**config.mk**
```make
export PLATFORM = sky130hd
export DESIGN_NAME = vec_issue_queue_flat
export DESIGN_NICKNAME = d
export VERILOG_FILES = /design/src/rtl/vec_issue_pkg.sv /design/src/rtl/vec_issue_if.sv /design/src/rtl/vec_issue_fifo.sv /design/src/rtl/vec_issue_queue.sv /design/src/flat_wrapper.sv
export SDC_FILE = /design/constraint.sdc
export NUM_CORES = 1
export LEC_CHECK = 0
export BUFFER_PORTS_ARGS = -buffer_cell sky130_fd_sc_hd__buf_2
export CAP_MARGIN = 25
export CORE_ASPECT_RATIO = 0.6
export CORE_MARGIN = 8
export CORE_UTILIZATION = 50
export CTS_BUF_LIST = sky130_fd_sc_hd__clkbuf_4 sky130_fd_sc_hd__clkbuf_8 sky130_fd_sc_hd__clkbuf_16
export DETAILED_ROUTE_END_ITERATION = 6
export MAX_ROUTING_LAYER = met4
export PLACE_DENSITY = 0.83
export SLEW_MARGIN = 10
export SYNTH_ARGS = -nofsm -noshare
export SYNTH_HDL_FRONTEND = slang
export SYNTH_SLANG_ARGS = --single-unit
```
**constraint.sdc**
```tcl
create_clock -name clk -period 6.5 [get_ports clk]
set_input_delay 0.65 -clock clk [delete_from_list [all_inputs] [get_ports clk]]
set_output_delay 0.65 -clock clk [all_outputs]
set_load 0.1 [all_outputs]
```
**src/rtl/vec_issue_pkg.sv**
```systemverilog
// Shared decode constants and field helpers for the vector issue queue.
package vec_issue_pkg;

  localparam int INSTR_W = 32;

  localparam logic [6:0] OPC_OPV   = 7'b1010111;
  localparam logic [6:0] OPC_LOAD  = 7'b0000111;
  localparam logic [6:0] OPC_STORE = 7'b0100111;

  localparam logic [2:0] F3_OPIVV = 3'b000;
  localparam logic [2:0] F3_OPFVV = 3'b001;
  localparam logic [2:0] F3_OPMVV = 3'b010;
  localparam logic [2:0] F3_OPCFG = 3'b111;

  localparam int OPC_LSB = 0;
  localparam int VD_LSB  = 7;
  localparam int F3_LSB  = 12;
  localparam int VS1_LSB = 15;
  localparam int VS2_LSB = 20;
  localparam int VM_BIT  = 25;
  localparam int MOP_LSB = 26;

  typedef enum logic [1:0] {
    CLS_OTHER = 2'd0,
    CLS_OPV   = 2'd1,
    CLS_LOAD  = 2'd2,
    CLS_STORE = 2'd3
  } op_class_e;

  function automatic op_class_e op_class(input logic [INSTR_W-1:0] instr);
    case (instr[OPC_LSB +: 7])
      OPC_OPV:   op_class = CLS_OPV;
      OPC_LOAD:  op_class = CLS_LOAD;
      OPC_STORE: op_class = CLS_STORE;
      default:   op_class = CLS_OTHER;
    endcase
  endfunction

  function automatic logic is_vsetvl(input logic [INSTR_W-1:0] instr);
    is_vsetvl = (op_class(instr) == CLS_OPV) && (instr[F3_LSB +: 3] == F3_OPCFG);
  endfunction

  function automatic logic uses_vs1(input logic [INSTR_W-1:0] instr);
    logic [2:0] f3;
    f3 = instr[F3_LSB +: 3];
    uses_vs1 = (op_class(instr) == CLS_OPV) &&
               ((f3 == F3_OPIVV) || (f3 == F3_OPFVV) || (f3 == F3_OPMVV));
  endfunction

  // Memory ops only read vs2 for the indexed addressing modes.
  function automatic logic uses_vs2(input logic [INSTR_W-1:0] instr);
    logic [1:0] mop;
    mop = instr[MOP_LSB +: 2];
    uses_vs2 = (op_class(instr) == CLS_OPV) ||
               (((op_class(instr) == CLS_LOAD) || (op_class(instr) == CLS_STORE)) &&
                ((mop == 2'b01) || (mop == 2'b11)));
  endfunction

  function automatic logic writes_vd(input logic [INSTR_W-1:0] instr);
    writes_vd = ((op_class(instr) == CLS_OPV) && (instr[F3_LSB +: 3] != F3_OPCFG)) ||
                (op_class(instr) == CLS_LOAD);
  endfunction

  function automatic logic reads_vd(input logic [INSTR_W-1:0] instr);
    reads_vd = (op_class(instr) == CLS_STORE);
  endfunction

  function automatic logic reads_v0(input logic [INSTR_W-1:0] instr);
    reads_v0 = (op_class(instr) != CLS_OTHER) && !instr[VM_BIT];
  endfunction

endpackage

```
**src/rtl/vec_issue_if.sv**
```systemverilog
// Scalar-core push side, decoder issue side and writeback/scoreboard signals of the issue queue.
interface vec_issue_if
  import vec_issue_pkg::*;
#(
  parameter int DATA_FROM_SCALAR = 96,
  parameter int FIFO_DEPTH       = 4,
  parameter int NUM_VREGS        = 32
);
  logic                            push_valid;
  logic [DATA_FROM_SCALAR-1:0]     push_data;
  logic                            push_ready;
  logic                            flush;
  logic [DATA_FROM_SCALAR-1:0]     instruction_out;
  logic                            valid_instruction;
  logic                            ready_vector;
  logic                            wb_valid;
  logic [4:0]                      wb_reg;
  logic [NUM_VREGS-1:0]            busy_vector;
  logic [$clog2(FIFO_DEPTH):0]     fifo_count;

  modport master (
    output push_valid, push_data, flush, ready_vector, wb_valid, wb_reg,
    input  push_ready, instruction_out, valid_instruction, busy_vector, fifo_count
  );

  modport slave (
    input  push_valid, push_data, flush, ready_vector, wb_valid, wb_reg,
    output push_ready, instruction_out, valid_instruction, busy_vector, fifo_count
  );
endinterface

```
**src/rtl/vec_issue_fifo.sv**
```systemverilog
// Circular packet store with extra-bit pointers; flush discards contents and drops a same-cycle push.
module vec_issue_fifo #(
  parameter int WIDTH = 96,
  parameter int DEPTH = 4
) (
  input  logic                     clk,
  input  logic                     rst,
  input  logic                     flush,
  input  logic                     push,
  input  logic [WIDTH-1:0]         push_data,
  input  logic                     pop,
  output logic [WIDTH-1:0]         head,
  output logic [$clog2(DEPTH):0]   count,
  output logic                     full,
  output logic                     empty
);
  localparam int AW = $clog2(DEPTH);
  localparam logic [AW:0] FULL_CNT = (AW+1)'(DEPTH);

  logic [WIDTH-1:0] mem_r [DEPTH];
  logic [AW:0]      wr_ptr_r;
  logic [AW:0]      rd_ptr_r;
  logic             push_ok_s;
  logic             pop_ok_s;

  assign count     = wr_ptr_r - rd_ptr_r;
  assign full      = (count == FULL_CNT);
  assign empty     = (wr_ptr_r == rd_ptr_r);
  assign head      = mem_r[rd_ptr_r[AW-1:0]];
  assign push_ok_s = push && !full && !flush;
  assign pop_ok_s  = pop && !empty && !flush;

  // Pointer update; the extra MSB distinguishes full from empty.
  always_ff @(posedge clk or posedge rst) begin
    if (rst) begin
      wr_ptr_r <= '0;
      rd_ptr_r <= '0;
    end else if (flush) begin
      wr_ptr_r <= '0;
      rd_ptr_r <= '0;
    end else begin
      if (push_ok_s) wr_ptr_r <= wr_ptr_r + 1'b1;
      if (pop_ok_s)  rd_ptr_r <= rd_ptr_r + 1'b1;
    end
  end

  // Packet storage is intentionally left unreset.
  always_ff @(posedge clk) begin
    if (push_ok_s) mem_r[wr_ptr_r[AW-1:0]] <= push_data;
  end
endmodule

```
**src/rtl/vec_issue_queue.sv**
```systemverilog
// In-order vector issue queue with RAW/WAW busy scoreboard in front of the dispatch decoder.
// Optional macro VEC_ISSUE_BYPASS_EN: a same-cycle writeback frees its register for the hazard check.
module vec_issue_queue
  import vec_issue_pkg::*;
#(
  parameter int DATA_FROM_SCALAR = 96,
  parameter int INSTRUCTION_BITS = 32,
  parameter int FIFO_DEPTH       = 4,
  parameter int NUM_VREGS        = 32
) (
  input logic        clk,
  input logic        rst,
  vec_issue_if.slave bus
);
  localparam int CW = $clog2(FIFO_DEPTH) + 1;
  localparam logic [NUM_VREGS-1:0] NO_REGS = '0;

  logic [DATA_FROM_SCALAR-1:0] head_s;
  logic [INSTRUCTION_BITS-1:0] instr_s;
  logic [CW-1:0]               count_s;
  logic                        empty_s, full_s, hazard_s, valid_s, issue_s;
  logic [4:0]                  vd_s, vs1_s, vs2_s;
  logic [NUM_VREGS-1:0]        busy_r, busy_eff_s, wb_mask_s, need_mask_s, set_mask_s;

  function automatic logic [NUM_VREGS-1:0] reg_bit(input logic [4:0] r);
    reg_bit    = '0;
    reg_bit[r] = 1'b1;
  endfunction

  vec_issue_fifo #(.WIDTH(DATA_FROM_SCALAR), .DEPTH(FIFO_DEPTH)) u_fifo (
    .clk      (clk),
    .rst      (rst),
    .flush    (bus.flush),
    .push     (bus.push_valid),
    .push_data(bus.push_data),
    .pop      (issue_s),
    .head     (head_s),
    .count    (count_s),
    .full     (full_s),
    .empty    (empty_s)
  );

  assign instr_s = head_s[DATA_FROM_SCALAR-1 -: INSTRUCTION_BITS];
  assign vd_s    = instr_s[VD_LSB +: 5];
  assign vs1_s   = instr_s[VS1_LSB +: 5];
  assign vs2_s   = instr_s[VS2_LSB +: 5];

  // Hazard check for the head packet; vsetvl waits for the whole scoreboard to drain.
  always_comb begin
    wb_mask_s   = bus.wb_valid ? reg_bit(bus.wb_reg) : NO_REGS;
`ifdef VEC_ISSUE_BYPASS_EN
    busy_eff_s  = busy_r & ~wb_mask_s;
`else
    busy_eff_s  = busy_r;
`endif
    need_mask_s = (uses_vs1(instr_s) ? reg_bit(vs1_s) : NO_REGS) |
                  (uses_vs2(instr_s) ? reg_bit(vs2_s) : NO_REGS) |
                  (reads_v0(instr_s) ? reg_bit(5'd0)  : NO_REGS) |
                  ((writes_vd(instr_s) || reads_vd(instr_s)) ? reg_bit(vd_s) : NO_REGS);
    if (is_vsetvl(instr_s)) hazard_s = |busy_eff_s;
    else                    hazard_s = |(need_mask_s & busy_eff_s);
    valid_s    = !empty_s && !hazard_s && !bus.flush;
    issue_s    = valid_s && bus.ready_vector;
    set_mask_s = (issue_s && writes_vd(instr_s)) ? reg_bit(vd_s) : NO_REGS;
  end

  // Scoreboard: clear on writeback first, so a same-cycle set on the same register wins.
  always_ff @(posedge clk or posedge rst) begin
    if (rst) busy_r <= '0;
    else     busy_r <= (busy_r & ~wb_mask_s) | set_mask_s;
  end

  assign bus.push_ready        = !full_s;
  assign bus.valid_instruction = valid_s;
  assign bus.instruction_out   = head_s;
  assign bus.busy_vector       = busy_r;
  assign bus.fifo_count        = count_s;
endmodule

```
**src/flat_wrapper.sv**
```systemverilog
// flat-port wrapper written by rule: the top's interface ports become plain ports
module vec_issue_queue_flat import vec_issue_pkg::*;
#(
  parameter int DATA_FROM_SCALAR = 96,
  parameter int INSTRUCTION_BITS = 32,
  parameter int FIFO_DEPTH       = 4,
  parameter int NUM_VREGS        = 32
)
  (clk, rst, bus_push_valid, bus_push_data, bus_flush, bus_ready_vector, bus_wb_valid, bus_wb_reg, bus_push_ready, bus_instruction_out, bus_valid_instruction, bus_busy_vector, bus_fifo_count);
  vec_issue_if #(.DATA_FROM_SCALAR(DATA_FROM_SCALAR), .FIFO_DEPTH(FIFO_DEPTH), .NUM_VREGS(NUM_VREGS)) bus_i ();
  input logic clk;
  input logic rst;
  input wire logic [$bits(bus_i.push_valid)-1:0] bus_push_valid;
  input wire logic [$bits(bus_i.push_data)-1:0] bus_push_data;
  input wire logic [$bits(bus_i.flush)-1:0] bus_flush;
  input wire logic [$bits(bus_i.ready_vector)-1:0] bus_ready_vector;
  input wire logic [$bits(bus_i.wb_valid)-1:0] bus_wb_valid;
  input wire logic [$bits(bus_i.wb_reg)-1:0] bus_wb_reg;
  output wire logic [$bits(bus_i.push_ready)-1:0] bus_push_ready;
  output wire logic [$bits(bus_i.instruction_out)-1:0] bus_instruction_out;
  output wire logic [$bits(bus_i.valid_instruction)-1:0] bus_valid_instruction;
  output wire logic [$bits(bus_i.busy_vector)-1:0] bus_busy_vector;
  output wire logic [$bits(bus_i.fifo_count)-1:0] bus_fifo_count;
  assign bus_i.push_valid = bus_push_valid;
  assign bus_i.push_data = bus_push_data;
  assign bus_i.flush = bus_flush;
  assign bus_i.ready_vector = bus_ready_vector;
  assign bus_i.wb_valid = bus_wb_valid;
  assign bus_i.wb_reg = bus_wb_reg;
  assign bus_push_ready = bus_i.push_ready;
  assign bus_instruction_out = bus_i.instruction_out;
  assign bus_valid_instruction = bus_i.valid_instruction;
  assign bus_busy_vector = bus_i.busy_vector;
  assign bus_fifo_count = bus_i.fifo_count;
  vec_issue_queue #(.DATA_FROM_SCALAR(DATA_FROM_SCALAR), .INSTRUCTION_BITS(INSTRUCTION_BITS), .FIFO_DEPTH(FIFO_DEPTH), .NUM_VREGS(NUM_VREGS)) u_core (.clk(clk), .rst(rst), .bus(bus_i));
endmodule
```
* Word level (Yosys, flattened, before mapping)
Memory sizes are Yosys's and may differ from the RTL's.
Index checks and enable logic that the tools add are counted.
** Cells by class
- Add/sub/neg operators :: 3
- Multipliers :: 0
- Divide/modulo/power cells :: 0
- $lt $le $gt $ge :: 8
- Eq/ne operators :: 14
- Shifts and indexed selects :: 0
- Mux-type cells :: 22
- Bitwise operators :: 7
- Reduce and logical (&&, ||, !) cells :: 35
** Operators by type and width (count)
- $mux 32 :: 5
- $or 32x32->32 :: 4
- $and 32x32->32 :: 2
- $reduce_or 32->1 :: 2
- $not 32->32 :: 1
- $lt 5x6->1 const B :: 4
- $demux 1 s5 :: 4
- $ge 5x1->1 const B :: 4
- $logic_and 1x1->1 :: 17
- $mux 3 :: 4
- $mux 1 :: 8
- $eq 7x3->1 const B :: 1
- $eq 7x6->1 const B :: 1
- $eq 7x7->1 const B :: 1
- $logic_or 1x1->1 :: 7
- $add 3x1->3 const B :: 2
- $eq 2x2->1 const B :: 3
- $eq 3x3->1 const B :: 2
- $pmux 2 s3 :: 1
- $reduce_bool 2->1 :: 3
- $logic_not 1->1 :: 5
- $eq 2x1->1 const B :: 2
- $eq 3x1->1 const B :: 1
- $eq 3x2->1 const B :: 1
- other kinds (4) :: 4
** Storage, ports and cells
- Flip-flop bits (word level) :: 38
- Latch bits :: 0
- Bits in writable memories :: 384
- Bits in read-only memories :: 0
- Input port bits :: 107
- Output and inout port bits :: 133
- Word-level logic and storage cells :: 93
- Memories kept :: 1
** Memories
- u_core.u_fifo.mem_r :: words 4, width 96, rd ports 1, clocked after memory_dff 0, write ports 1, line vec_issue_fifo.sv:20 : logic [WIDTH-1:0] mem_r [DEPTH];

* Logic depth before layout (Yosys ltp)
An unclocked memory read counts as a cell.
- Depth after elaboration :: 22
- Mapped depth :: 14
- Gate-level depth less buffers :: 10

* By module
Synthesis repeated with hierarchy kept, for this count alone.
** Second synthesis, totals
- Cell total of the unflattened synthesis :: 985
- Area, all modules :: 17698.2 um^2
** By module, submodules not included
- vec_issue_fifo :: instances 1, cells an instance 551, area an instance 14282.4 um^2, sequential area each 11681.2 um^2
- vec_issue_queue :: instances 1, cells an instance 434, area an instance 3415.8 um^2, sequential area each 800.8 um^2

* Least setup slack after synthesis
OpenSTA, ideal clock, no wires.
- Path kind :: register to register
- From :: register u_core.u_fifo.wr_ptr_r[0]
- To :: memory u_core.u_fifo.mem_r[0][0], enable pin
- Library setup time :: 685 ps
- Data arrival time :: 5658 ps
- Data required time :: 5815 ps
- Path slack :: 157 ps
- Cell stages (with the launch flop) :: 9
- Buffers on the path :: 0
- Period minus slack after synthesis :: 6343 ps
- Path through :: dfrtp_1 > inv_1 > ha_1 > fa_1 > xnor2_1 > nand3_1 > nand2_1 > nor2_1 > and2_1
** Between the ends
- Longest elaborated chain between the ends :: 7
** Ends and longest elaborated chain
- start, declared :: line vec_issue_fifo.sv:21 : logic [AW:0] wr_ptr_r;
- start signal, assigned :: line vec_issue_fifo.sv:42 : if (push_ok_s) wr_ptr_r <= wr_ptr_r + 1'b1;
- $sub 3x3->3 :: line vec_issue_fifo.sv:26 : assign count = wr_ptr_r - rd_ptr_r;
- named net bus_fifo_count[2] :: line flat_wrapper.sv:23 : output wire logic [$bits(bus_i.fifo_count)-1:0] bus_fifo_count;
- $eq 3x3->1 :: line vec_issue_fifo.sv:27 : assign full = (count == FULL_CNT);
- $logic_not 1->1
- named net bus_push_ready :: line flat_wrapper.sv:19 : output wire logic [$bits(bus_i.push_ready)-1:0] bus_push_ready;
- $logic_and 1x1->1 (2 in a row) :: line vec_issue_fifo.sv:30 : assign push_ok_s = push && !full && !flush;
- $mux 1 :: line vec_issue_fifo.sv:49 : if (push_ok_s) mem_r[wr_ptr_r[AW-1:0]] <= push_data;
- $mux 1 (implied by the code) :: line vec_issue_fifo.sv:49
- end, declared :: line vec_issue_fifo.sv:20
The timed path passes the listed nets, and every way through them passes these cells.

* Final worst setup path
- From :: register u_core.u_fifo.rd_ptr_r[1]
- To :: output port bus_valid_instruction
** Between the ends
- Longest elaborated chain between the ends :: 17
- Elaborated cells on any way between the ends :: 59
- Classes of those cells :: order compare: 6; eq/ne: 13; mux: 12; bitwise: 4; reduce/logical: 23; memory: 1
** Ends and longest elaborated chain
- start, declared :: line vec_issue_fifo.sv:22 : logic [AW:0] rd_ptr_r;
- start signal, assigned :: line vec_issue_fifo.sv:43 : if (pop_ok_s) rd_ptr_r <= rd_ptr_r + 1'b1;
- branches (longest 15 deep; another with $mem_v2 4x96)
- $logic_and 1x1->1 (*) (2 in a row) :: line vec_issue_queue.sv:62 : valid_s = !empty_s && !hazard_s && !bus.flush;
- end, declared :: line flat_wrapper.sv:21 : output wire logic [$bits(bus_i.valid_instruction)-1:0] bus_valid_instruction;
Every way passes the cells marked *.

==> run_results.csv <==
group,metric,value,unit
logic_synthesis,synthAdderAreaFrac,0.00622,
logic_synthesis,ys_ff_latch,422,
logic_synthesis,synth_cell_type_count,73,
timing,drv_slew,0,
drt,vias,10000,
clock_tree,cts_max_path_buffers,3,
timing,max_freq,179,MHz
pwr,power_frac_comb,0.399,
global_route,grt_pass1_wl,65.6,mm
logic_synthesis,synth_nets,1044,
pwr,pwr-share-clk,0.251,
pwr,peakVddDrop,0.000458,V
placement,place_area,19000,µm²
logic_synthesis,synth_commonest_cells,"edfxtp_1 (384), mux4_2 (89), dfrtp_1 (38), o21ai_0 (38), nand2_1 (36)",
die,fp.coreArea,33900,µm²
die,dieHeight,160,µm
pwr,power_frac_seq,0.350,
global_route,grt_pass1_vias,10200,
die,num_io_pins,240,
drt,drt-vias-per-instance,5.98,
placement,place.gp.congestion,1.01,
setup_path,crit_arrival,4.92,ns
logic_synthesis,synth-simple-area-share,0.0620,
final_layout,post-route-util,0.601,
logic_synthesis,yosysTopAreaCellShare,0.666,
global_route,overflow,0,
final_layout,nNetsFinal,1294,
final_layout,area_growth,17.6,%
logic_synthesis,synth.area.top_cells,"edfxtp_1 (67%), mux4_2 (12%), dfrtp_1 (5.5%)",
logic_synthesis,synth_ff_type,"edfxtp_1",
logic_synthesis,yosys.area.top_type,"edfxtp_1",
global_route,grt_use_total,0.215,
min_path,min_path_type,"primary input to asynchronous set/reset pin",
setup_path,cp_data_required_time,5.85,ns
pwr,p_sw,4.10,mW
global_route,antenna_found_initial,11,
logic_synthesis,synthMuxAreaShare,0.137,
timing,setup_ws,0.926,ns
timing,setup_tns,0,ns
clock_tree,ctsResizeCount,0,
logic_synthesis,yosysWarnings,0,
clock_tree,cts.sinks,422,
job,drv_cap,0,
logic_synthesis,synth_compound_area_frac,0.0541,
timing,relSlewSlack,0.313,
setup_path,crit_slowest_cell,"dfrtp_4",
timing,rsz0062_at_grt,"no",
clock_tree,clkTransAtPathRegs,0.07,ns
logic_synthesis,synth-edff-count,384,
pwr,powerDensity,464,nW/µm²
placement,pre_cts_slack,1.49,ns
placement,dp_hpwl,30.0,mm
setup_path,crit_cells,11,
setup_path,worstSetupPathType,"flop to primary output",
timing,tightest_slew,1.03,ns
drt,firstDrtPassIters,5,
placement,io_buffers,239,
timing,period_share,0.858,
final_layout,drive_gt1_frac,0.357,
setup_path,crit_fanout,67,
drt,drt-wirelength-per-cell,26.1,µm
global_route,grt_max_degree,68,
clock_tree,h-tree-depth,2,
clock_tree,clk_latency,0.55,ns
logic_synthesis,synth_top_family_by_area,"multiplexers",
timing,final_hold_viol_count,0,
drt,totalWireLength,43.8,mm
die,die_x,256,µm
pwr,leakage,6.93,nW
drt,drc,0,
status,status,"finished clean",
clock_tree,cts_hold_buf,0,
logic_synthesis,ys_async_sr_fraction,0.0900,
logic_synthesis,netlist_area,17300,µm²
logic_synthesis,synthCells,929,
setup_path,slowest_delay,1.08,ns
setup_path,cp-end-kind,"primary output",
clock_tree,cts_setup_buffers,0,
setup_path,startpoint_type,"flop",
setup_path,path_cells,"buf_12, mux4_2, mux2i_1, mux2i_1, a211oi_1, a21oi_1, nor4_4, nand3_2, o21ai_4, and2_1, buf_2",
die,fp-row-count,52,
timing,post-route-min-period,5.57,ns
logic_synthesis,seq_area_frac_synth,0.721,
pwr,switching_share,0.434,
final_layout,design_area,20400,µm²
logic_synthesis,synth-xor-area-share,0.00202,
clock_tree,root_buffer,"clkbuf_16",
clock_tree,cts_buffers,40,
setup_path,cp_top_family,"flip-flops",
die,die_area,41000,µm²
setup_path,path_buf_inv,2,
final_layout,nFillCells,2480,
logic_synthesis,synth_most_common_cell,"edfxtp_1",
timing,skew,0.0203,ns
drt,drt_iter0_markers,1250,
setup_path,path_common_cell,"mux2i_1",
pwr,cell_internal_pwr,5.34,mW
die,initial_core_util,0.511,
timing,setup_viol_count_final,0,
drt,ant_nets,0,
logic_synthesis,avgSynthCellArea,18.6,µm²
setup_path,reg2regPathDepth,10,
clock_tree,cts_tree,"yes",
[area by class of cell]
class                      instances  area [µm²]  area share
antenna                           11        27.5     0.00135
timing repair buffer             252        1320      0.0648
clock buffer                      48        1080      0.0530
inverter                          19        71.3     0.00350
tap                              459         574      0.0282
clock inverter                    24         265      0.0130
sequential                       422       12500       0.613
multi-input combinational        444        4540       0.223
[worst register-to-register path, stage by stage, from the launching register on]
cell,delay (ns)
dfrtp_4,1.08
buf_12,0.40
mux4_2,0.38
nand3b_1,0.29
a211oi_1,0.61
nand2_1,0.27
a211oi_1,0.50
a2111oi_4,0.07
and3_1,0.22
nand2_1,0.17
mux2_2,0.35
[cells in the final DEF, fill, tap and decap left out, types with 13 or more instances in the layout]
cell type	netlist	layout
clkbuf_16	0	41
o21ai_1	35	35
nand2_1	36	36
nand3b_1	13	13
edfxtp_1	384	384
buf_2	16	239
mux4_2	89	89
nor2_1	26	26
nand3_1	13	13
o21ai_0	38	38
nor4_1	15	15
dfrtp_1	38	36
mux2i_1	15	15
inv_1	19	19
[cell families after synthesis]
group | count (synthesis)
mux | 114
fa+ha+maj | 8
simple gates | 177
xor+xnor | 4
flops | 422
compound gates | 141
buf+inv | 63
[worst paths after layout]
check / to / slack, ns / start
worst max-delay path: bus_valid_instruction / 0.93 / u_core.u_fifo.rd_ptr_r[1]
worst min-delay path: u_core.u_fifo.rd_ptr_r[0] / 0.22 / rst
worst max register to register: u_core.u_fifo.rd_ptr_r[1] / 2.05 / u_core.u_fifo.rd_ptr_r[1]
worst min register to register: u_core.u_fifo.rd_ptr_r[2] / 0.54 / u_core.u_fifo.rd_ptr_r[2]
max in group asynchronous: u_core.u_fifo.rd_ptr_r[1] / 5.88 / rst
min in group clk: u_core.u_fifo.mem_r[0][52] / 0.32 / bus_push_data[52]
[stage by stage]
| step | std cells | hold WS [ns] | total power [mW] |
|---|---|---|---|
| floorplan | 929 | 0.471 | 6.47 |
| global placement | 1596 | 0.506 | 7.11 |
| detailed placement | 1596 | 0.518 | 7.14 |
| CTS | 1668 | 0.207 | 9.51 |
| global route | 1678 | 0.232 | 9.75 |
| finish | 1679 | 0.219 | 9.44 |
[power groups by stage]
stage,registers [mW],clock network [mW],logic (mW)
global route,3.32,2.53,3.90
floorplan,3.31,0,3.16
detailed placement,3.36,0,3.78
CTS,3.30,2.42,3.79
global placement,3.35,0,3.76
finish,3.30,2.37,3.77
[state kept, by name, summed over array words and instances (netlist names)]
| register | cells |
|---|---|
| u_core.u_fifo.wr_ptr_r | 3 |
| u_core.u_fifo.rd_ptr_r | 3 |
| u_core.u_fifo.mem_r | 384 |
| u_core.bus.busy_vector | 32 |
[per-layer routing]
layer  vias up  global-route usage  share of wire
li1       4360                   -              -
met1      5086               0.290           0.41
met2       507               0.319           0.47
met3        88              0.0641          0.099
met4         0              0.0554          0.024
met5         -                   -              0
Note: power is estimated with default switching activity, not from simulation.
